--- config.mk ---
export PLATFORM = sky130hd
export DESIGN_NAME = light_chaser_multi
export DESIGN_NICKNAME = d
export VERILOG_FILES = /design/src/rtl/light_chaser_multi.sv
export SDC_FILE = /design/constraint.sdc
export NUM_CORES = 1
export LEC_CHECK = 0
export BUFFER_PORTS_ARGS = -buffer_cell sky130_fd_sc_hd__buf_2
export CORE_MARGIN = 4
export CORE_UTILIZATION = 39
export CTS_BUF_LIST = sky130_fd_sc_hd__clkbuf_4 sky130_fd_sc_hd__clkbuf_8 sky130_fd_sc_hd__clkbuf_16
export DETAILED_ROUTE_END_ITERATION = 7
export SLEW_MARGIN = 0
export SYNTH_ARGS = -nofsm -noshare
export SYNTH_HDL_FRONTEND = slang
export SYNTH_SLANG_ARGS = --single-unit
--- constraint.sdc ---
create_clock -name clk -period 1.8 [get_ports clk]
set_input_delay 0.18 -clock clk [delete_from_list [all_inputs] [get_ports clk]]
set_output_delay 0.18 -clock clk [all_outputs]
set_load 0.03 [all_outputs]
--- src/rtl/light_chaser_multi.sv ---
// N-LED pattern generator with selectable chase-left, chase-right, bounce and fill/drain patterns.
// A programmable prescaler sets the step rate; dir and wrap let outside logic follow the pattern.
module light_chaser_multi #(
  parameter int N     = 5,
  parameter int DIV_W = 8
) (
  input  logic             clk,
  input  logic             reset,
  input  logic             enable,
  input  logic [1:0]       mode,
  input  logic [DIV_W-1:0] step_div,
  output logic [N-1:0]     l,
  output logic             dir,
  output logic             wrap
);

  typedef enum logic [1:0] {
    MODE_LEFT   = 2'b00,
    MODE_RIGHT  = 2'b01,
    MODE_BOUNCE = 2'b10,
    MODE_FILL   = 2'b11
  } mode_e;

  localparam logic [N-1:0] LSB_ONE  = {{(N-1){1'b0}}, 1'b1};
  localparam logic [N-1:0] MSB_ONE  = {1'b1, {(N-1){1'b0}}};
  localparam logic [N-1:0] ALL_ONES = {N{1'b1}};
  localparam logic [N-1:0] ZERO     = {N{1'b0}};

  logic [N-1:0]     l_q, l_d;
  logic             dir_q, dir_d;
  logic             wrap_q, wrap_d;
  logic [DIV_W-1:0] cnt_q, cnt_d;
  mode_e            mode_q, mode_d;

  logic             step;
  logic [N-1:0]     start_l;
  logic             start_dir;
  logic             onehot, therm, bounce_ok, fill_ok;
  logic [N-1:0]     rot_l, rot_r, shl, shr, fill_up;

  assign step = enable && (cnt_q >= step_div);

  // Start state of the requested mode; on a same-mode reload mode equals mode_q anyway.
  always_comb begin
    start_l   = LSB_ONE;
    start_dir = 1'b1;
    case (mode_e'(mode))
      MODE_RIGHT: begin
        start_l   = MSB_ONE;
        start_dir = 1'b0;
      end
      MODE_FILL:  start_l = ZERO;
      default:    ;
    endcase
  end

  assign onehot    = (l_q != ZERO) && ((l_q & (l_q - LSB_ONE)) == ZERO);
  assign therm     = ((l_q & (l_q + LSB_ONE)) == ZERO);
  assign bounce_ok = onehot && !(dir_q && l_q[N-1]) && !(!dir_q && l_q[0]);
  assign fill_ok   = therm && !(dir_q && (l_q == ALL_ONES)) && !(!dir_q && (l_q == ZERO));
  assign rot_l     = {l_q[N-2:0], l_q[N-1]};
  assign rot_r     = {l_q[0], l_q[N-1:1]};
  assign shl       = l_q << 1;
  assign shr       = l_q >> 1;
  assign fill_up   = {l_q[N-2:0], 1'b1};

  always_comb begin
    l_d    = l_q;
    dir_d  = dir_q;
    cnt_d  = cnt_q;
    mode_d = mode_q;
    wrap_d = 1'b0;
    if (enable) begin
      cnt_d = step ? '0 : cnt_q + DIV_W'(1);
    end
    if (step) begin
      if (mode_e'(mode) != mode_q) begin
        mode_d = mode_e'(mode);
        l_d    = start_l;
        dir_d  = start_dir;
      end else begin
        // Any pattern that the current mode could never reach falls back to the start state.
        l_d   = start_l;
        dir_d = start_dir;
        case (mode_q)
          MODE_LEFT: if (onehot) begin
            l_d    = rot_l;
            dir_d  = 1'b1;
            wrap_d = (l_q == MSB_ONE);
          end
          MODE_RIGHT: if (onehot) begin
            l_d    = rot_r;
            dir_d  = 1'b0;
            wrap_d = (l_q == LSB_ONE);
          end
          MODE_BOUNCE: if (bounce_ok) begin
            if (dir_q) begin
              l_d   = shl;
              dir_d = !shl[N-1];
            end else begin
              l_d    = shr;
              dir_d  = (shr == LSB_ONE);
              wrap_d = (shr == LSB_ONE);
            end
          end
          MODE_FILL: if (fill_ok) begin
            if (dir_q) begin
              l_d   = fill_up;
              dir_d = (fill_up != ALL_ONES);
            end else begin
              l_d    = shr;
              dir_d  = (shr == ZERO);
              wrap_d = (shr == ZERO);
            end
          end
          default: ;
        endcase
      end
    end
  end

  always_ff @(posedge clk) begin
    if (reset) begin
      l_q    <= LSB_ONE;
      dir_q  <= 1'b1;
      wrap_q <= 1'b0;
      cnt_q  <= '0;
      mode_q <= MODE_LEFT;
    end else begin
      l_q    <= l_d;
      dir_q  <= dir_d;
      wrap_q <= wrap_d;
      cnt_q  <= cnt_d;
      mode_q <= mode_d;
    end
  end

  assign l    = l_q;
  assign dir  = dir_q;
  assign wrap = wrap_q;

endmodule
## Yosys cells after proc, flatten, opt, wreduce, memory -nomap -nowiden

Index checks and enable logic that the tools add are counted.

| storage, ports and cells | value |
|---|---|
| register bits | 17 |
| input bits | 13 |
| output and inout bits | 7 |

| cells by class | value |
|---|---|
| add/sub/neg operators | 3 |
| magnitude comparators | 1 |
| equal/unequal tests | 11 |
| mux-type cells | 26 |
| bitwise logic cells | 3 |
| reduce and logical (&&, ||, !) cells | 24 |

Operator list:

| kind | count |
|---|---|
| 5-bit two-way mux | 7 |
| 5-bit logical NOT | 4 |
| 5-bit case mux with 4 select lines | 1 |
| 1-bit two-way mux | 14 |
| 5-bit AND | 2 |
| 5-bit == test, second input constant | 2 |
| 1-bit logical AND | 10 |
| 5-bit case mux with 2 select lines | 1 |
| 8-bit by 1-bit adder with 8-bit output, second input constant | 1 |
| 8-bit greater-or-equal comparator | 1 |
| 8-bit two-way mux | 1 |
| 1-bit case mux with 4 select lines | 2 |
| 2-bit == test, second input constant | 3 |
| 1-bit logical NOT | 6 |
| 5-bit by 1-bit adder with 5-bit output, second input constant | 1 |
| 5-bit by 1-bit == test with 1-bit output, second input constant | 1 |
| 5-bit nonzero test | 1 |
| 5-bit by 1-bit subtractor with 5-bit output, second input constant | 1 |
| 2-bit by 1-bit == test with 1-bit output, second input constant | 2 |
| 4-bit by 1-bit == test with 1-bit output, second input constant | 1 |
| 4-bit != test, second input constant | 1 |
| 3-bit OR reduction | 1 |
| 2-bit logical NOT | 1 |
| 2-bit != test | 1 |
| other kinds (2) | 2 |

## Logic depth before layout (Yosys ltp)

| logic depth | value |
|---|---|
| depth in word-level cells | 9 |
| gate-level depth with buffers | 9 |
| depth with buffers taken out | 8 |

## Worst setup path before layout

OpenSTA, ideal clock, no wires.

| timing path | value |
|---|---|
| kind | register to register |
| from | register l_q[2] (netlist: l[2]) |
| to | register l_q[4] (netlist: l[4]) |
| arrival | 1.793 ns |
| slack | -0.124 ns |
| stages on the path, launching flop included | 9 |
| buffers on the path | 2 |
| clock period less this slack | 1.924 ns |
| path through | dfxtp_1 -> buf_2 -> buf_1 -> nor4b_1 -> a32oi_1 -> nand3_1 -> o21ai_0 -> o31ai_1 -> a211oi_1 |

| between the ends | value |
|---|---|
| cells in the longest elaborated chain, start to end | 9 |
| elaborated cells between the ends (all ways) | 24 |
| classes of those cells | add/sub: 2; eq/ne: 1; mux: 6; bitwise: 2; reduce/logical: 13 |

RTL lines:

| element | RTL line | text |
|---|---|---|
| start, declared | 29 | `logic [N-1:0] l_q, l_d;` |
| start signal, assigned | 130 | `l_q <= l_d;` |
| 5-bit by 1-bit subtractor with 5-bit output | 57 | `assign onehot = (l_q != ZERO) && ((l_q & (l_q - LSB_ONE)) == ZERO);` |
| 5-bit AND | 57 |  |
| 5-bit logical NOT | 57 |  |
| 1-bit logical AND | 57 |  |
| 1-bit logical AND (2 in series) | 59 | `assign bounce_ok = onehot && !(dir_q && l_q[N-1]) && !(!dir_q && l_q[0]);` |
| 5-bit two-way mux | 96 | `MODE_BOUNCE: if (bounce_ok) begin` |
| 5-bit case mux with 4 select lines * | 85 | `case (mode_q)` |
| 5-bit two-way mux * | 77 | `if (mode_e'(mode) != mode_q) begin` |

Every way passes the cells marked *; elsewhere a longest branch is shown, timed or not.
A chain may end at the register's enable or synchronous reset.

## Final worst setup path

| timing path | value |
|---|---|
| from | register cnt_q[4] |
| to | register l_q[4] (netlist: l[4]) |

| between the ends | value |
|---|---|
| cells in the longest elaborated chain, start to end | 2 |

RTL lines:

| element | RTL line | text |
|---|---|---|
| start, declared | 32 | `logic [DIV_W-1:0] cnt_q, cnt_d;` |
| start signal, assigned | 133 | `cnt_q <= cnt_d;` |
| 8-bit greater-or-equal comparator | 41 | `assign step = enable && (cnt_q >= step_div);` |
| 1-bit logical AND | 41 |  |

Every way passes these cells.

==> results.py <==
metrics = {
    "cells_and_area": {
        "utilization": 0.576,
        "final_common_cell": "buf_4",
        "drive_gt1_frac": 0.382,
        "area_growth_pct": 37.3,
        "layout_common_cells": "buf_4 (39), nand2_1 (24), nor2_1 (21), buf_2 (19), inv_1 (13)",
        "final_nets": 290,
        "diodes": 0,
    },
    "power_and_ir_drop": {
        "clkPwrFrac": 0.380,
        "seqPwrFrac": 0.463,
        "combPwrFrac": 0.156,
        "switchingPower_mw": 0.229,
        "p_sw_frac": 0.278,
        "power_leakage_nw": 0.870,
        "irDropWorstVdd_uv": 444,
        "power_density_nw_per_um2": 377,
        "p_int_mw": 0.596,
    },
    "global_routing": {
        "grt_pass1_wl_um": 7400,
        "grt_use_total": 0.174,
        "gr-total-overflow": 0,
        "grt_max_degree": 16,
        "antenna_found_initial": 0,
        "grt_pass1_vias": 1638,
    },
    "logic_synthesis": {
        "syn-num-nets": 244,
        "synth-main-ff-cell": "dfxtp_1",
        "synth_cell_types": 53,
        "ys_seq_area_frac": 0.214,
        "synthArstFlopShare": 0,
        "synth.ff_latch_count": 17,
        "mappedNetlistArea_um2": 1590,
        "yosys_warnings": 0,
        "synth_cells": 222,
        "syn_area_per_cell_um2": 7.17,
        "synth_edf_count": 0,
    },
    "worst_setup_path": {
        "r2r_end": "l[4]",
        "startpoint_type": "flop",
        "cp_max_fo": 4,
        "crit_arrival_ns": 1.87,
        "ff2ff_path_depth": 8,
        "cp_cell_sequence": "ha_4 -> a21o_1 -> a21oi_2 -> o2bb2ai_4 -> or2_4 -> buf_4 -> nor2_1 -> a211oi_1",
        "worst-r2r-setup-slack_ns": 0.07,
        "slowest_stage": "dfxtp_2",
        "crit_path_end_kind": "flop",
        "cp.required_ns": 1.94,
        "timing.rr.start": "cnt_q[4]",
        "critical-path-max-stage-delay_ns": 0.36,
        "worstSetupPathType": "reg2reg",
    },
    "die": {
        "fp.dieW_um": 71.9,
        "dieArea_um2": 5170,
        "core_area_um2": 3800,
        "initial_core_util": 0.419,
        "die_y_um": 71.9,
        "io_pins": 20,
        "rows": 22,
    },
    "timing": {
        "finClkSkew_ns": 0.00815,
        "maxSlewHeadroom": 0.718,
        "max_freq_mhz": 578,
        "holdWs_ns": 0.198,
        "slew_violations": 0,
        "hold_violations": 0,
        "setup_viol": 0,
        "period_needed_ns": 1.73,
        "grt_setup_unrepaired": "true",
        "worstMarginPinSlew_ns": 0.420,
        "min_period_over_period": 0.962,
    },
    "flow_run": {
        "drv_cap": 0,
    },
    "clocking": {
        "cts_inserted_buffers": 3,
        "clk_pin_slew_ns": 0.08,
        "ctsHtreeMaxLevel": 1,
        "clkSinkCount": 17,
        "clock_latency_ns": 0.26,
        "cts_tree": "done",
        "clockRootBuffer": "clkbuf_8",
        "cts.path.max_buffers": 2,
        "ctsHoldBuffers": 0,
    },
    "drt": {
        "dr_total_vias": 1743,
        "drtPass1Iterations": 4,
        "vias_per_cell": 5.53,
        "drt_iter0_drc": 85,
        "drtAntennaViolNets": 0,
        "drt_wl_total_um": 4500,
        "wl_per_cell_um": 14.3,
        "drc": 0,
    },
    "placement": {
        "io_buffers": 19,
        "dpl.hpwl_um": 3340,
        "place_congestion": 0.854,
    },
    "worst_hold_path": {
        "min_to": "mode_q[1]",
        "hp-class": "in2reg",
        "hp-start": "mode[1]",
        "hold_path_depth": 3,
    },
    "status": {
        "outcome": "finished, final reports clean",
    },
}
-- layout make-up --
type                            count  area [µm²]
Clock buffer                        3        41.3
Inverter                           13        48.8
Fill cell                         360        1610
Tap cell                           48        60.1
Sequential cell                    17         355
Multi-Input combinational cell    173        1260
Clock inverter                      1        7.51
Timing Repair Buffer               60         410
-- how the worst max path moves through the flow --
stage | slack (ns) | cells past startpoint | endpoint | startpoint
2_1_floorplan | 0.01 | 7 | l[1] | l[1]
6_report | 0.07 | 8 | l[4] | cnt_q[4]
3_3_place_gp | -0.02 | 9 | l[1] | step_div[4]
5_1_grt | -0.01 | 7 | l[3] | l[2]
3_5_place_dp | -0.07 | 9 | l[2] | step_div[4]
4_1_cts | 0.0008 | 7 | l[3] | cnt_q[4]
-- cells in the mapped netlist (3+ instances only) --
library cell / n / area share
inv_1: 13 / 0.031
nor4_1: 3 / 0.012
o21ai_0: 9 / 0.028
buf_1: 3 / 0.0071
nor2_1: 23 / 0.054
a21oi_1: 13 / 0.041
nand4_1: 6 / 0.024
o31ai_1: 3 / 0.014
nand2_1: 24 / 0.057
nor4b_1: 5 / 0.027
nor3_1: 8 / 0.025
nand3_1: 7 / 0.022
ha_1: 9 / 0.071
nor2b_1: 5 / 0.020
nand2b_1: 3 / 0.012
clkbuf_1: 9 / 0.021
a221o_1: 3 / 0.019
and3_1: 4 / 0.016
xor2_1: 7 / 0.038
buf_2: 6 / 0.019
dfxtp_1: 17 / 0.21
-- flip-flops by register name, summed over array words and instances, names as in the netlist --
name    cells
dir         1
cnt_q       8
wrap        1
l           5
mode_q      2
-- through the flow --
| step | power (mW) | cell area (µm²) | instances | setup slack, ns | setup TNS [ns] |
|---|---|---|---|---|---|
| floorplan | 0.455 | 1630 | 222 | 0.0132 | 0 |
| CTS | 0.820 | 2040 | 310 | 0.000808 | 0 |
| global route | 0.859 | 2190 | 315 | -0.0100 | -0.0142 |
| detailed placement | 0.501 | 1950 | 306 | -0.0743 | -0.196 |
| global placement | 0.499 | 1950 | 306 | -0.0207 | -0.0611 |
| finish | 0.825 | 2190 | 315 | 0.0689 | 0 |
-- metal layers --
metal	vias to the layer above	part of all wire	wire length [µm]	global-route usage
met1	819	0.47	2120	0.225
met3	5	0.033	149	0.0235
met2	35	0.48	2180	0.298
met4	0	0.0098	44	0.0522
li1	884	-	-	-
met5	-	0	0	0
-- critical path: cells and delay by family (launching register included) --
family          cells  cell delay (ns)
compound gates      4             0.51
simple gates        2             0.38
flops               1             0.36
fa+ha+maj           1             0.20
buf+inv             1             0.15
-- power groups by stage --
stage / combinational, mW / sequential (mW) / clock (mW)
4_1_cts: 0.114 / 0.385 / 0.321
6_report: 0.129 / 0.382 / 0.314
5_1_grt: 0.144 / 0.383 / 0.333
3_5_place_dp: 0.107 / 0.394 / 0
3_3_place_gp: 0.106 / 0.394 / 0
2_1_floorplan: 0.0572 / 0.397 / 0
-- logic make-up (layout without fill, tap and decap cells) --
| logic type | after synthesis | after routing | synth area share |
|---|---|---|---|
| compound gates | 50 | 50 | 0.223 |
| xor+xnor | 9 | 9 | 0.0495 |
| fa+ha+maj | 9 | 9 | 0.0707 |
| buf+inv | 32 | 77 | 0.0848 |
| flops | 17 | 17 | 0.214 |
| mux | 3 | 3 | 0.0204 |
| simple gates | 102 | 102 | 0.338 |
-- what timing repair did --
item,CTS,global route
pin swaps,6,12
buffers inserted,0,5
endpoints found under the setup margin,3,15
gates resized for setup,8,26
Note: power is estimated with default switching activity, not from simulation.
